--- config.mk ---
export PLATFORM = sky130hd
export DESIGN_NAME = fphub_csv_writer
export DESIGN_NICKNAME = d
export VERILOG_FILES = /design/src/rtl/fphub_csv_pkg.sv /design/src/rtl/fphub_hex_ascii.sv /design/src/rtl/fphub_csv_writer.sv
export SDC_FILE = /design/constraint.sdc
export NUM_CORES = 1
export LEC_CHECK = 0
export CAP_MARGIN = 20
export CORE_UTILIZATION = 53
export DETAILED_ROUTE_END_ITERATION = 10
export GPL_ROUTABILITY_DRIVEN = 0
export PLACE_DENSITY = 0.81
export SETUP_SLACK_MARGIN = 0.05
export SYNTH_ARGS = -nofsm -noshare
export SYNTH_HDL_FRONTEND = slang
export SYNTH_SLANG_ARGS = --single-unit
--- constraint.sdc ---
create_clock -name clk -period 5.1 [get_ports clk]
set_clock_uncertainty 0.15 [all_clocks]
set_input_delay 1.02 -clock clk [delete_from_list [all_inputs] [get_ports clk]]
set_output_delay 1.02 -clock clk [all_outputs]
set_load 0.05 [all_outputs]
--- src/rtl/fphub_csv_pkg.sv ---
// Shared types, ASCII constants and helpers for the FPHUB CSV record writer.
package fphub_csv_pkg;

   // Writer FSM: header line after reset, wait for a triplet, emit one record.
   typedef enum logic [1:0] {
      ST_HEADER = 2'd0,
      ST_IDLE   = 2'd1,
      ST_EMIT   = 2'd2
   } csv_state_t;

   // Class of a record byte, decoded from the byte index.
   typedef enum logic [1:0] {
      BK_DIGIT = 2'd0,
      BK_COMMA = 2'd1,
      BK_LF    = 2'd2
   } byte_kind_t;

   localparam logic [7:0] ASC_COMMA = 8'h2C;
   localparam logic [7:0] ASC_LF    = 8'h0A;
   localparam logic [7:0] ASC_X     = 8'h58;
   localparam logic [7:0] ASC_Y     = 8'h59;
   localparam logic [7:0] ASC_Z     = 8'h5A;

   // Header line "X,Y,Z\n".
   localparam int HDR_LEN = 6;
   localparam logic [7:0] HDR_BYTES [HDR_LEN] = '{ASC_X, ASC_COMMA, ASC_Y, ASC_COMMA, ASC_Z, ASC_LF};

   // Hex digits needed to print a w-bit field.
   function automatic int nd_of(input int w);
      return (w + 3) / 4;
   endfunction

   // Lowercase hex digit: 0-9 -> '0'-'9', 10-15 -> 'a'-'f'.
   function automatic logic [7:0] nibble_to_ascii(input logic [3:0] n);
      return (n < 4'd10) ? (8'h30 + {4'h0, n}) : (8'h57 + {4'h0, n});
   endfunction

endpackage

--- src/rtl/fphub_hex_ascii.sv ---
// Combinational nibble-to-ASCII converter shared by all three record fields.
module fphub_hex_ascii
   import fphub_csv_pkg::*;
(
   input  logic [3:0] nibble,
   output logic [7:0] ascii
);

   assign ascii = nibble_to_ascii(nibble);

endmodule

--- src/rtl/fphub_csv_writer.sv ---
// Serializes {X,Y,Z} triplets as "xxx,yyy,zzz\n" lines onto a valid/ready
// byte stream, preceded by one "X,Y,Z\n" header line after every reset.
module fphub_csv_writer
   import fphub_csv_pkg::*;
#(
   parameter int M = 4,
   parameter int E = 4
) (
   input  logic         clk,
   input  logic         rst_n,
   input  logic         in_valid,
   output logic         in_ready,
   input  logic [E+M:0] in_x,
   input  logic [E+M:0] in_y,
   input  logic [E+M:0] in_z,
   output logic         out_valid,
   input  logic         out_ready,
   output logic [7:0]   out_data,
   output logic         out_last,
   output logic [31:0]  rec_count,
   output logic         busy
);

   localparam int W  = E + M + 1;
   localparam int ND = nd_of(W);
   localparam int RL = 3 * ND + 3;
   localparam int PW = 4 * ND;
   localparam int IW = $clog2(RL);

   // Byte-index landmarks inside one record line.
   localparam logic [IW-1:0] X_LAST   = IW'(ND - 1);
   localparam logic [IW-1:0] X_COMMA  = IW'(ND);
   localparam logic [IW-1:0] Y_LAST   = IW'(2 * ND);
   localparam logic [IW-1:0] Y_COMMA  = IW'(2 * ND + 1);
   localparam logic [IW-1:0] Z_LAST   = IW'(3 * ND + 1);
   localparam logic [IW-1:0] LF_IDX   = IW'(RL - 1);
   localparam logic [IW-1:0] HDR_LAST = IW'(HDR_LEN - 1);

   csv_state_t    state, next_state;
   logic [IW-1:0] idx, nxt_idx;
   logic [W-1:0]  x_q, y_q, z_q;
   logic          hs;

   logic [7:0]    nxt_out_data;
   logic          nxt_out_valid, nxt_out_last;
   logic          load_trip, rec_inc;

   // Record byte generator signals.
   logic [IW-1:0] rec_sel;
   logic [W-1:0]  src_x, src_y, src_z, fld;
   logic [PW-1:0] fpad;
   logic [IW-1:0] pos;
   byte_kind_t    kind;
   logic [3:0]    nibble;
   logic [7:0]    digit_ascii, rec_byte;

   // Header byte generator signals.
   logic [2:0]    hdr_sel;
   logic [7:0]    hdr_byte;

   assign hs   = out_valid && out_ready;
   assign busy = (state != ST_IDLE);

   // In IDLE the first X digit comes straight from the ports so it can be
   // registered in the accept cycle; afterwards the latched triplet is used.
   always_comb begin
      if (state == ST_IDLE) begin
         rec_sel = '0;
         src_x   = in_x;
         src_y   = in_y;
         src_z   = in_z;
      end else begin
         rec_sel = idx + IW'(1);
         src_x   = x_q;
         src_y   = y_q;
         src_z   = z_q;
      end
   end

   // Decode the record byte index into field, digit position and byte class.
   // NOTE: every variable gets a default first so no path can infer a latch.
   always_comb begin
      kind = BK_LF;
      fld  = src_x;
      pos  = '0;
      if (rec_sel <= X_LAST) begin
         kind = BK_DIGIT;
         fld  = src_x;
         pos  = X_LAST - rec_sel;
      end else if (rec_sel == X_COMMA) begin
         kind = BK_COMMA;
      end else if (rec_sel <= Y_LAST) begin
         kind = BK_DIGIT;
         fld  = src_y;
         pos  = Y_LAST - rec_sel;
      end else if (rec_sel == Y_COMMA) begin
         kind = BK_COMMA;
      end else if (rec_sel <= Z_LAST) begin
         kind = BK_DIGIT;
         fld  = src_z;
         pos  = Z_LAST - rec_sel;
      end
   end

   // pos counts digits from the least-significant end of the zero-extended field.
   assign fpad   = PW'(fld);
   assign nibble = fpad[{pos, 2'b00} +: 4];

   fphub_hex_ascii u_hex (
      .nibble (nibble),
      .ascii  (digit_ascii)
   );

   assign rec_byte = (kind == BK_DIGIT) ? digit_ascii :
                     (kind == BK_COMMA) ? ASC_COMMA : ASC_LF;

   // Header: first byte is loaded while out_valid is low, later ones on handshake.
   assign hdr_sel  = out_valid ? (idx[2:0] + 3'd1) : idx[2:0];
   assign hdr_byte = HDR_BYTES[hdr_sel];

   // State register.
   // NOTE: sequential state uses non-blocking assignments so every flop samples pre-edge values.
   always_ff @(posedge clk) begin
      if (!rst_n) state <= ST_HEADER;
      else        state <= next_state;
   end

   // Next-state logic.
   always_comb begin
      next_state = state;
      case (state)
         ST_HEADER: if (hs && idx == HDR_LAST) next_state = ST_IDLE;
         ST_IDLE:   if (in_valid && in_ready)  next_state = ST_EMIT;
         ST_EMIT:   if (hs && idx == LF_IDX)   next_state = ST_IDLE;
         default:   next_state = ST_HEADER;
      endcase
   end

   // Output logic: next values of the registered byte stream and byte index.
   always_comb begin
      nxt_out_valid = out_valid;
      nxt_out_data  = out_data;
      nxt_out_last  = out_last;
      nxt_idx       = idx;
      load_trip     = 1'b0;
      rec_inc       = 1'b0;
      case (state)
         ST_HEADER: begin
            if (!out_valid) begin
               nxt_out_valid = 1'b1;
               nxt_out_data  = hdr_byte;
               nxt_out_last  = (hdr_sel == 3'(HDR_LEN - 1));
            end else if (hs) begin
               if (idx == HDR_LAST) begin
                  nxt_out_valid = 1'b0;
                  nxt_out_last  = 1'b0;
                  nxt_idx       = '0;
               end else begin
                  nxt_out_data  = hdr_byte;
                  nxt_out_last  = (hdr_sel == 3'(HDR_LEN - 1));
                  nxt_idx       = idx + IW'(1);
               end
            end
         end
         ST_IDLE: begin
            if (in_valid && in_ready) begin
               nxt_out_valid = 1'b1;
               nxt_out_data  = rec_byte;
               nxt_out_last  = 1'b0;
               nxt_idx       = '0;
               load_trip     = 1'b1;
            end
         end
         ST_EMIT: begin
            if (hs) begin
               if (idx == LF_IDX) begin
                  nxt_out_valid = 1'b0;
                  nxt_out_last  = 1'b0;
                  nxt_idx       = '0;
                  rec_inc       = 1'b1;
               end else begin
                  nxt_out_data  = rec_byte;
                  nxt_out_last  = (rec_sel == LF_IDX);
                  nxt_idx       = idx + IW'(1);
               end
            end
         end
         default: begin
            nxt_out_valid = 1'b0;
            nxt_idx       = '0;
         end
      endcase
   end

   // Output register, byte index, input-ready flag and record counter.
   always_ff @(posedge clk) begin
      if (!rst_n) begin
         out_valid <= 1'b0;
         out_data  <= 8'h00;
         out_last  <= 1'b0;
         in_ready  <= 1'b0;
         idx       <= '0;
         rec_count <= '0;
      end else begin
         out_valid <= nxt_out_valid;
         out_data  <= nxt_out_data;
         out_last  <= nxt_out_last;
         in_ready  <= (next_state == ST_IDLE);
         idx       <= nxt_idx;
         if (rec_inc) rec_count <= rec_count + 32'd1;
      end
   end

   // Triplet capture on accept.
   // NOTE: pure data registers are not reset; they are always written before being read.
   always_ff @(posedge clk) begin
      if (load_trip) begin
         x_q <= in_x;
         y_q <= in_y;
         z_q <= in_z;
      end
   end

endmodule

==> key figures, run 1 <==
STA
  • Fmax achieved: 218 MHz
  • Unrepaired setup endpoints after global routing: no
  • Slew Limit Fails: 0
  • Hold Vio Cnt, Final: 0
  • Min Tclk post-route: 4.58 ns
  • Min Hold Slack: 0.318 ns
  • Endpoints failing setup: 0
  • Measured slew at the worst slew-check pin: 0.830 ns
  • Max_slew headroom: 0.445
  • Final period util: 0.898
  • Fin Setup TNS: 0 ns

Worst setup path
  • Critical Path Most Common Cell: ha_1
  • Crit path max fanout: 13
  • Slowest CP cell: nor2b_1
  • Worst path bufs/invs: 1
  • Worst setup SP type: flop
  • WP data arrival: 4.70 ns
  • Slowest stage delay, CP: 0.66 ns
  • WS Path Type: flop to flop
  • CP delay by family, top: compound AO/OA/AOI/OAI gates
  • CP Capture Type: flop
  • Critical path, cell by cell: ha_1 -> nor2_1 -> ha_1 -> nor2b_1 -> o32ai_1 -> o31a_1 -> a311oi_2 -> inv_1 -> ha_1 -> nand2b_1 -> a211o_1 -> a211oi_1
  • CP required: 5.22 ns

Pwr
  • Power Density: 237 nW/um^2
  • Lkg Pwr: 1.77 nW
  • Net Sw Frac: 0.264
  • P_sw: 0.320 mW
  • Max rail drop VDD: 0.000160 V
  • Int Power: 0.890 mW
  • Reg power frac: 0.521
  • Gate power share: 0.128
  • Clock share of power: 0.351

Detailed routing
  • DR iter-0 viols: 432
  • DRC Markers: 0
  • Vias per cell: 5.87
  • WL per Instance: 15.5 um
  • Post-Route WL: 9730 um
  • DR vias: 3,695
  • First-pass iteration count of the detailed router: 5
  • Post-DRT Antenna Nets: 0

Synth
  • Dominant cells by area after synthesis: dfxtp_1 (23%), edfxtp_1 (19%), nor2_1 (5.6%), xor2_1 (5.0%), nand2_1 (3.8%)
  • Synth warn: 0
  • Post-synth ARST share: 0
  • Primary FF master, synth: dfxtp_1
  • Area share of the largest cell type after synthesis: 0.230
  • Seq cells post-synth: 75
  • Netlist Area Pre-Place: 4180 um^2
  • Synth area leader: dfxtp_1
  • Post-synthesis cell count: 464
  • Syn avg cell area: 9.01 um^2
  • Synth cell types: 67
  • Seq/Total Area, Yosys: 0.424
  • Syn nets: 505
  • Number of flops mapped to enable cells by yosys: 27

Place
  • Post-DP HPWL: 6960 um
  • Port Buf Inserts: 73

Layout
  • Share of post-route cells with drive strength above 1: 0.0626
  • Commonest non-fill, non-tap cell in the layout: clkdlybuf4s50_1
  • Filler instances: 654
  • Number of diodes: 0
  • Area of the multi-input gates: 2210 um^2
  • Fin nets: 564
  • Seq. cell area: 1770 um^2
  • Finished Core Util: 0.664
  • Commonest cells after routing, fill and taps aside: clkdlybuf4s50_1 (73), nor2_1 (62), dfxtp_1 (48), nand2_1 (42), a21oi_1 (30)
  • P&R area growth vs syn: 22.1%

Floorplanning
  • Die W: 90.8 um
  • Core Rows: 32
  • Core area: 7690 um^2
  • Initial core utilization: 0.544
  • I/O pin cnt: 75
  • Die ar.: 8250 um^2
  • Die Ht: 90.8 um

Job
  • Max-cap violations: 0

Clocking
  • Post-CTS resize count: 0
  • Total CTS buffers: 9
  • Clock Path Buffers: 2
  • # H-tree levels: 3
  • Post-CTS Setup Inserts: 0
  • Clk_lat worst skew: 0.36 ns
  • Clock Pin Slew Worst Setup and Hold Paths: 0.07 ns
  • Hold Buf Count CTS: 0
  • Clock Sinks: 75
  • CTS tree: built
  • Root Buffer: clkbuf_8

Status
  • Status: completed

Global route
  • First-pass GRT wire length: 16,100 um
  • GR Util All Layers: 0.244
  • Grt ovf: 0
  • Initial antenna violation count: 0
  • Largest net degree at the start of global routing: 40
  • Vias in the first global route: 3,431

Min path
  • Hold Path Class: flop to flop
-- registers in the layout, summed over array words and instances, names as in the netlist --
register / cells
x_q: 9
idx: 4
state: 2
out_last: 1
in_ready: 1
rec_count: 32
out_valid: 1
out_data: 7
z_q: 9
y_q: 9
-- power by group through the flow --
stage                     Combinational [mW]  Sequential [mW]  Clock (mW)
after global routing                   0.169            0.632       0.459
final                                  0.155            0.630       0.424
after CTS                              0.153            0.630       0.436
after detailed placement               0.152            0.644           0
after global placement                 0.149            0.644           0
after floorplan                       0.0835            0.660           0
-- synth_stat cells, drive strengths merged, types with 4 or more instances --
| cell type | n |
|---|---|
| a211oi | 4 |
| a21oi | 30 |
| and2 | 4 |
| and3 | 6 |
| buf | 14 |
| clkbuf | 15 |
| dfxtp | 48 |
| edfxtp | 27 |
| ha | 10 |
| inv | 11 |
| mux2i | 6 |
| nand2 | 42 |
| nand2b | 5 |
| nand3 | 20 |
| nand4 | 6 |
| nor2 | 63 |
| nor3 | 11 |
| nor4 | 4 |
| o211ai | 9 |
| o21a | 4 |
| o21ai | 28 |
| or3 | 5 |
| or4 | 6 |
| xnor2 | 10 |
| xor2 | 24 |
-- final timing paths --
path                from     endpoint  slack (ns)  depth (start not counted)
max               idx[0]  out_data[1]        0.52                         12
min reg2reg  out_data[5]  out_data[5]        0.32                          1
max reg2reg       idx[0]  out_data[1]        0.52                         12
min          out_data[5]  out_data[5]        0.32                          1
-- final cells by class --
class | count | share of cell area
Inverter | 11 | 0.00809
Clock inverter | 4 | 0.00490
Sequential cell | 75 | 0.347
Clock buffer | 11 | 0.0299
Timing Repair Buffer | 77 | 0.153
Multi-Input combinational cell | 349 | 0.432
Tap cell | 102 | 0.0250
-- routing by layer --
metal  wire length, um  global-route usage  vias to the layer above
li1                  -                   -                     1794
met5                 0                   0                        -
met2              4460               0.375                      156
met1              4320               0.327                     1715
met3               668              0.0421                       30
met4               289               0.127                        0
-- kinds of logic after synthesis --
| kind of cell | count (synthesis) | synth area share |
|---|---|---|
| AO/OA/AOI/OAI | 115 | 0.186 |
| AND/OR/NAND/NOR | 180 | 0.206 |
| buffers and inverters | 40 | 0.0488 |
| other | 1 | 0.000897 |
| multiplexers | 7 | 0.0171 |
| flip-flops | 75 | 0.424 |
| adder cells (fa/ha/maj) | 11 | 0.0323 |
| XOR/XNOR | 35 | 0.0856 |
-- metrics by stage --
stage	total power [mW]	area [um^2]	cells	setup WS, ns
finish	1.21	5110	629	0.520
global route	1.26	5110	629	0.174
CTS	1.22	5110	629	0.610
detailed placement	0.796	4930	614	0.635
global placement	0.792	4900	613	0.859
floorplan	0.743	4180	464	1.22
No activity file was read; power rests on OpenSTA's default activity.
==> inputs of run 2 (changes only) <==
--- a/config.mk
+++ b/config.mk
@@ -11,6 +11,7 @@
 export GPL_ROUTABILITY_DRIVEN = 0
 export PLACE_DENSITY = 0.81
 export SETUP_SLACK_MARGIN = 0.05
+export SLEW_MARGIN = 20
 export SYNTH_ARGS = -nofsm -noshare
 export SYNTH_HDL_FRONTEND = slang
 export SYNTH_SLANG_ARGS = --single-unit
==> run 2 against run 1 <==
Final cell count stayed put. Wire length decreased by 0.33%. Count of clock-buffer cells in the layout did not move. Total power up 3.9%. Critical path depth rose by 1. Combinational power barely moved. Critical path type unchanged. Largest cell class unchanged.
==> key figures, run 2 (synthesis gave the netlist of run 1 again) <==
Status
  • Status: completed

STA
  • Hold Vio Cnt, Final: 0
  • Endpoints failing setup: 0
  • Min Hold Slack: 0.318 ns
  • Max_slew headroom: 0.453
  • Unrepaired setup endpoints after global routing: no
  • Measured slew at the worst slew-check pin: 0.818 ns
  • Min Tclk post-route: 4.59 ns
  • Fmax achieved: 218 MHz
  • Fin Setup TNS: 0 ns
  • Final period util: 0.899
  • Slew Limit Fails: 0

Floorplanning
  • Core Rows: 32
  • Core area: 7690 um^2
  • Die ar.: 8250 um^2
  • Die W: 90.8 um
  • I/O pin cnt: 75
  • Initial core utilization: 0.544
  • Die Ht: 90.8 um

Layout
  • Share of post-route cells with drive strength above 1: 0.0664
  • Reg with most FFs: rec_count
  • Finished Cell Area: 5110 um^2
  • Number of diodes: 0
  • Commonest cells after routing, fill and taps aside: clkdlybuf4s50_1 (73), nor2_1 (62), dfxtp_1 (48), nand2_1 (42), a21oi_1 (30)
  • Fin nets: 563
  • Commonest non-fill, non-tap cell in the layout: clkdlybuf4s50_1
  • Post-Layout Cell Count: 629
  • Flip-flop count of the largest register after layout: 32
  • P&R area growth vs syn: 22.1%

Clocking
  • Hold Buf Count CTS: 0
  • Post-CTS Setup Inserts: 0
  • Root Buffer: clkbuf_8
  • Clock Sinks: 75
  • Clock Pin Slew Worst Setup and Hold Paths: 0.08 ns
  • Total CTS buffers: 9
  • Post-CTS resize count: 0
  • Clock Path Buffers: 2
  • CTS tree: built
  • # H-tree levels: 3
  • Clk_lat worst skew: 0.35 ns

Place
  • Placed insts: 613
  • Dpl cell area: 4900 um^2
  • Post-DP HPWL: 6900 um
  • Port Buf Inserts: 73

Pwr
  • Net Sw Frac: 0.259
  • Clock share of power: 0.374
  • Gate power share: 0.124
  • P_sw: 0.325 mW
  • Lkg Pwr: 1.77 nW
  • Int Power: 0.931 mW
  • Reg power frac: 0.502
  • Power Density: 246 nW/um^2
  • Max rail drop VDD: 0.000162 V

Detailed routing
  • Post-Route WL: 9700 um
  • DR vias: 3,717
  • Vias per cell: 5.91
  • DR iter-0 viols: 417
  • WL per Instance: 15.4 um
  • DRC Markers: 0
  • First-pass iteration count of the detailed router: 5
  • Post-DRT Antenna Nets: 0

Job
  • Max-cap violations: 0

Worst setup path
  • WP data arrival: 4.69 ns
  • Reg2Reg Depth: 13
  • WS Path Type: flop to flop
  • Reg-to-reg endpoint: out_data[1]
  • Reg-to-reg startpoint: idx[0]
  • Crit path max fanout: 13
  • CP Capture Type: flop
  • Worst setup SP type: flop
  • Reg-to-reg slack, setup: 0.51 ns
  • CP required: 5.21 ns

Global route
  • Largest net degree at the start of global routing: 40
  • First-pass GRT wire length: 16,200 um
  • GR Util All Layers: 0.240
  • Initial antenna violation count: 0
  • Grt ovf: 0
  • Vias in the first global route: 3,488

Min path
  • Hold Crit Depth: 1
  • Worst hold endpoint: out_data[5]
  • Hold Path Origin: out_data[5]
  • Hold Path Class: flop to flop
[run 2: cell count changes in the layout (fill, tap and decap cells not counted), sizes merged]
cell / delta
bufinv: +1
buf: -1
[run 2: per-stage QoR]
step | total power [mW] | setup WS (ns) | utilization
2_1_floorplan | 0.743 | 1.22 | -
6_report | 1.26 | 0.514 | 0.664
3_3_place_gp | 0.792 | 0.859 | 0.638
5_1_grt | 1.30 | 0.173 | 0.664
3_5_place_dp | 0.797 | 0.641 | 0.638
4_1_cts | 1.26 | 0.577 | 0.664
[run 2: final cells by class]
cell class / instances / area (um^2)
Fill cell: 661 / 2580
Tap cell: 102 / 128
Sequential cell: 75 / 1770
Inverter: 11 / 41.3
Timing Repair Buffer: 76 / 753
Clock inverter: 5 / 61.3
Clock buffer: 11 / 143
Multi-Input combinational cell: 349 / 2210
[run 2: worst max-delay path: stages, from the launching register on]
cell and delay, ns:
dfxtp_1 0.58, ha_1 0.39, nor2_1 0.18, ha_1 0.29
nand2b_1 0.33, nand2_1 0.12, a21oi_1 0.60, a221oi_1 0.17
a311oi_2 0.56, inv_1 0.15, ha_1 0.31, nand2b_1 0.14
a211o_1 0.29, a211oi_1 0.23
[run 2: worst max path at each step]
stage | from | end | cells past startpoint
global placement | idx[0] | out_data[1] | 12
CTS | idx[0] | out_data[1] | 12
global route | idx[0] | out_data[1] | 13
finish | idx[0] | out_data[1] | 13
detailed placement | idx[0] | out_data[1] | 12
floorplan | state[1] | out_data[1] | 18
[run 2: metal layers]
| metal | up-vias | wire length [um] | track usage | part of all wire |
|---|---|---|---|---|
| met4 | 0 | 216 | 0.0926 | 0.022 |
| met1 | 1737 | 4410 | 0.331 | 0.45 |
| met5 | - | 0 | 0 | 0 |
| met3 | 29 | 594 | 0.0379 | 0.061 |
| li1 | 1793 | - | - | - |
| met2 | 158 | 4480 | 0.378 | 0.46 |
[run 2: power by group through the flow]
stage               Sequential [mW]  Clock, mW  Combinational (mW)
floorplan                     0.660          0              0.0835
global placement              0.644          0               0.149
detailed placement            0.644          0               0.153
CTS                           0.630      0.477               0.153
global route                  0.632      0.501               0.168
finish                        0.630      0.470               0.156
==> edit: new RTL, settings of run 1 <==
Set the parameter `E` to 2 (it was 4).
--- a/src/rtl/fphub_csv_writer.sv
+++ b/src/rtl/fphub_csv_writer.sv
@@ -4,7 +4,7 @@
    import fphub_csv_pkg::*;
 #(
    parameter int M = 4,
-   parameter int E = 4
+   parameter int E = 2
 ) (
    input  logic         clk,
    input  logic         rst_n,
Ports: changed (resized in_x, in_y and in_z); port bits go from 75 to 69. The function was not compared with the original's and may differ.
==> edit against run 1 <==
  * First-iteration DRC count is 60% lower
  * Final area is 7.5% lower
  * Wire length is 14% lower
  * Combinational power is 14% lower
  * Area after synthesis is 10% lower
  * Worst setup slack better by 110 ps
  * Power is 1.6% lower
  * Hold slack better by 34 ps
  * Final cell count is 9.5% lower
  * Sequential cell count is 6 lower
  * Critical endpoint is now out_data[2]
==> edit: results (changes against run 1) <==
INFO  setup_path     cp_slowest_cell=sky130_fd_sc_hd__dfxtp_1
INFO  routing        postRouteWirelength=8.353mm [-14%]
INFO  logic_synthesis ys_types=66 [-1.5%]
INFO  logic_synthesis sequential_fraction_of_the_synthesis_area=42.41% [+0.057 points]
INFO  grt            first_pass_grt_wire_length=13.63mm [-16%]
INFO  grt            grt_start_max_net_pins=49 [+23%]
INFO  layout         num-nets-final=506 [-10%]
INFO  power_and_ir_drop vdd.ir_drop.worst=210.2uV [+32%]
INFO  logic_synthesis synth_edf_count=21 [-22%]
INFO  sta            tightest_slew=1031ps [+200.8 ps]
INFO  placement      placement.io_buffers=67 [-8.2%]
INFO  run_status     outcome=completed
INFO  layout         final_layout_size_suffix_gt1_share=7.611% [+1.3 points]
INFO  grt            grt_pass1_vias=2917 [-15%]
INFO  grt            grt_usage=23.53% [-0.83 points]
INFO  logic_synthesis postSynth.asyncResetShare=0% [unchanged]
INFO  power_and_ir_drop static-leakage-power=1.691nW [-4.3%]
INFO  routing        drt-initial-drc-count=174 [-60%]
INFO  setup_path     crit_fanout=18 [+5]
INFO  cts            clk_latency=340ps [-20 ps]
INFO  logic_synthesis netlist_top_cells_area=sky130_fd_sc_hd__dfxtp_1, sky130_fd_sc_hd__edfxtp_1, sky130_fd_sc_hd__xnor2_1
INFO  worst_hold_path min_path_type=flip-flop to flip-flop
INFO  logic_synthesis yosys-top-cells-count=sky130_fd_sc_hd__dfxtp_1, sky130_fd_sc_hd__and2_1, sky130_fd_sc_hd__nand2_1, sky130_fd_sc_hd__nor2_1
INFO  setup_path     slowest_delay=710ps [+50 ps]
INFO  setup_path     cp_data_arrival_time=4560ps [-140 ps]
INFO  layout         layout.filler_cells=566 [-13%]
INFO  layout         insertedDiodeCount=0 [unchanged]
INFO  placement      place_hpwl=5.939mm [-15%]
INFO  cts            clk_root_buffer_cell=sky130_fd_sc_hd__clkbuf_8
INFO  routing        post_drt_via_cell_ratio=5.617 [-4.4%]
INFO  logic_synthesis synthesis.nets=439 [-13%]
[edit: cell types whose count changed after synthesis, sizes merged, moves of 5 or more]
cell / before / now
edfxtp: 27 / 21
buf: 14 / 4
xor2: 24 / 6
clkbuf: 15 / 10
nand4: 6 / 12
a21boi: 3 / 9
nand2: 42 / 27
and2: 4 / 28
nor2b: 1 / 7
xnor2: 10 / 22
a21oi: 30 / 16
o211ai: 9 / 4
nor2: 63 / 28
[edit: metrics by stage]
stage,cells,setup slack (ps),area (um^2)
final,569,632.2,4722
after global routing,569,268.4,4722
after CTS,569,667.5,4722
after detailed placement,553,717.9,4504
after global placement,553,795.2,4504
after floorplan,401,978.7,3752
[edit: cell type report]
cell class | instances | share of cell area (%)
Tap cell | 96 | 2.544
Timing Repair Buffer | 70 | 14.68
Inverter | 15 | 1.192
Sequential cell | 69 | 33.70
Multi-Input combinational cell | 303 | 43.27
Clock buffer | 11 | 3.445
Clock inverter | 5 | 1.166
[edit: power breakdown]
group          switching [mW]  total (mW)  internal, mW
combinational          0.0757       0.133        0.0568
sequential            0.00689       0.576         0.569
clock                   0.214       0.482         0.268
total                   0.296        1.19         0.894
[edit: kinds of logic after synthesis]
kind of cell | after synthesis | synth area share, %
simple gates | 164 | 24.51
compound gates | 87 | 15.94
flops | 69 | 42.41
buf+inv | 29 | 3.134
xor+xnor | 28 | 6.736
fa+ha+maj | 13 | 4.335
mux | 10 | 2.834
other cells | 1 | 0.09994
[edit: worst paths after layout]
check / startpoint / cells past startpoint / endpoint / slack [ps]
worst max-delay path: idx[0] / 16 / out_data[2] / 630
worst min-delay path: out_data[1] / 2 / out_data[1] / 350
worst max register to register: idx[0] / 16 / out_data[2] / 630
worst min register to register: out_data[1] / 2 / out_data[1] / 350
[edit: tightest hold or removal path: cells and delay by family (launching register included)]
kind	cells	cell delay, ps
compound gates	1	60
simple gates	1	60
flops	1	330
[edit: routing by layer]
| layer | GRT usage [%] | vias to the layer above | share of wire, % | wire length (um) |
|---|---|---|---|---|
| li1 | - | 1573 | - | - |
| met4 | 9.848 | 0 | 2.1 | 179 |
| met1 | 30.57 | 1502 | 46 | 3823 |
| met5 | 0 | - | 0 | 0 |
| met2 | 36.72 | 105 | 47 | 3937 |
| met3 | 6.737 | 16 | 4.9 | 412 |
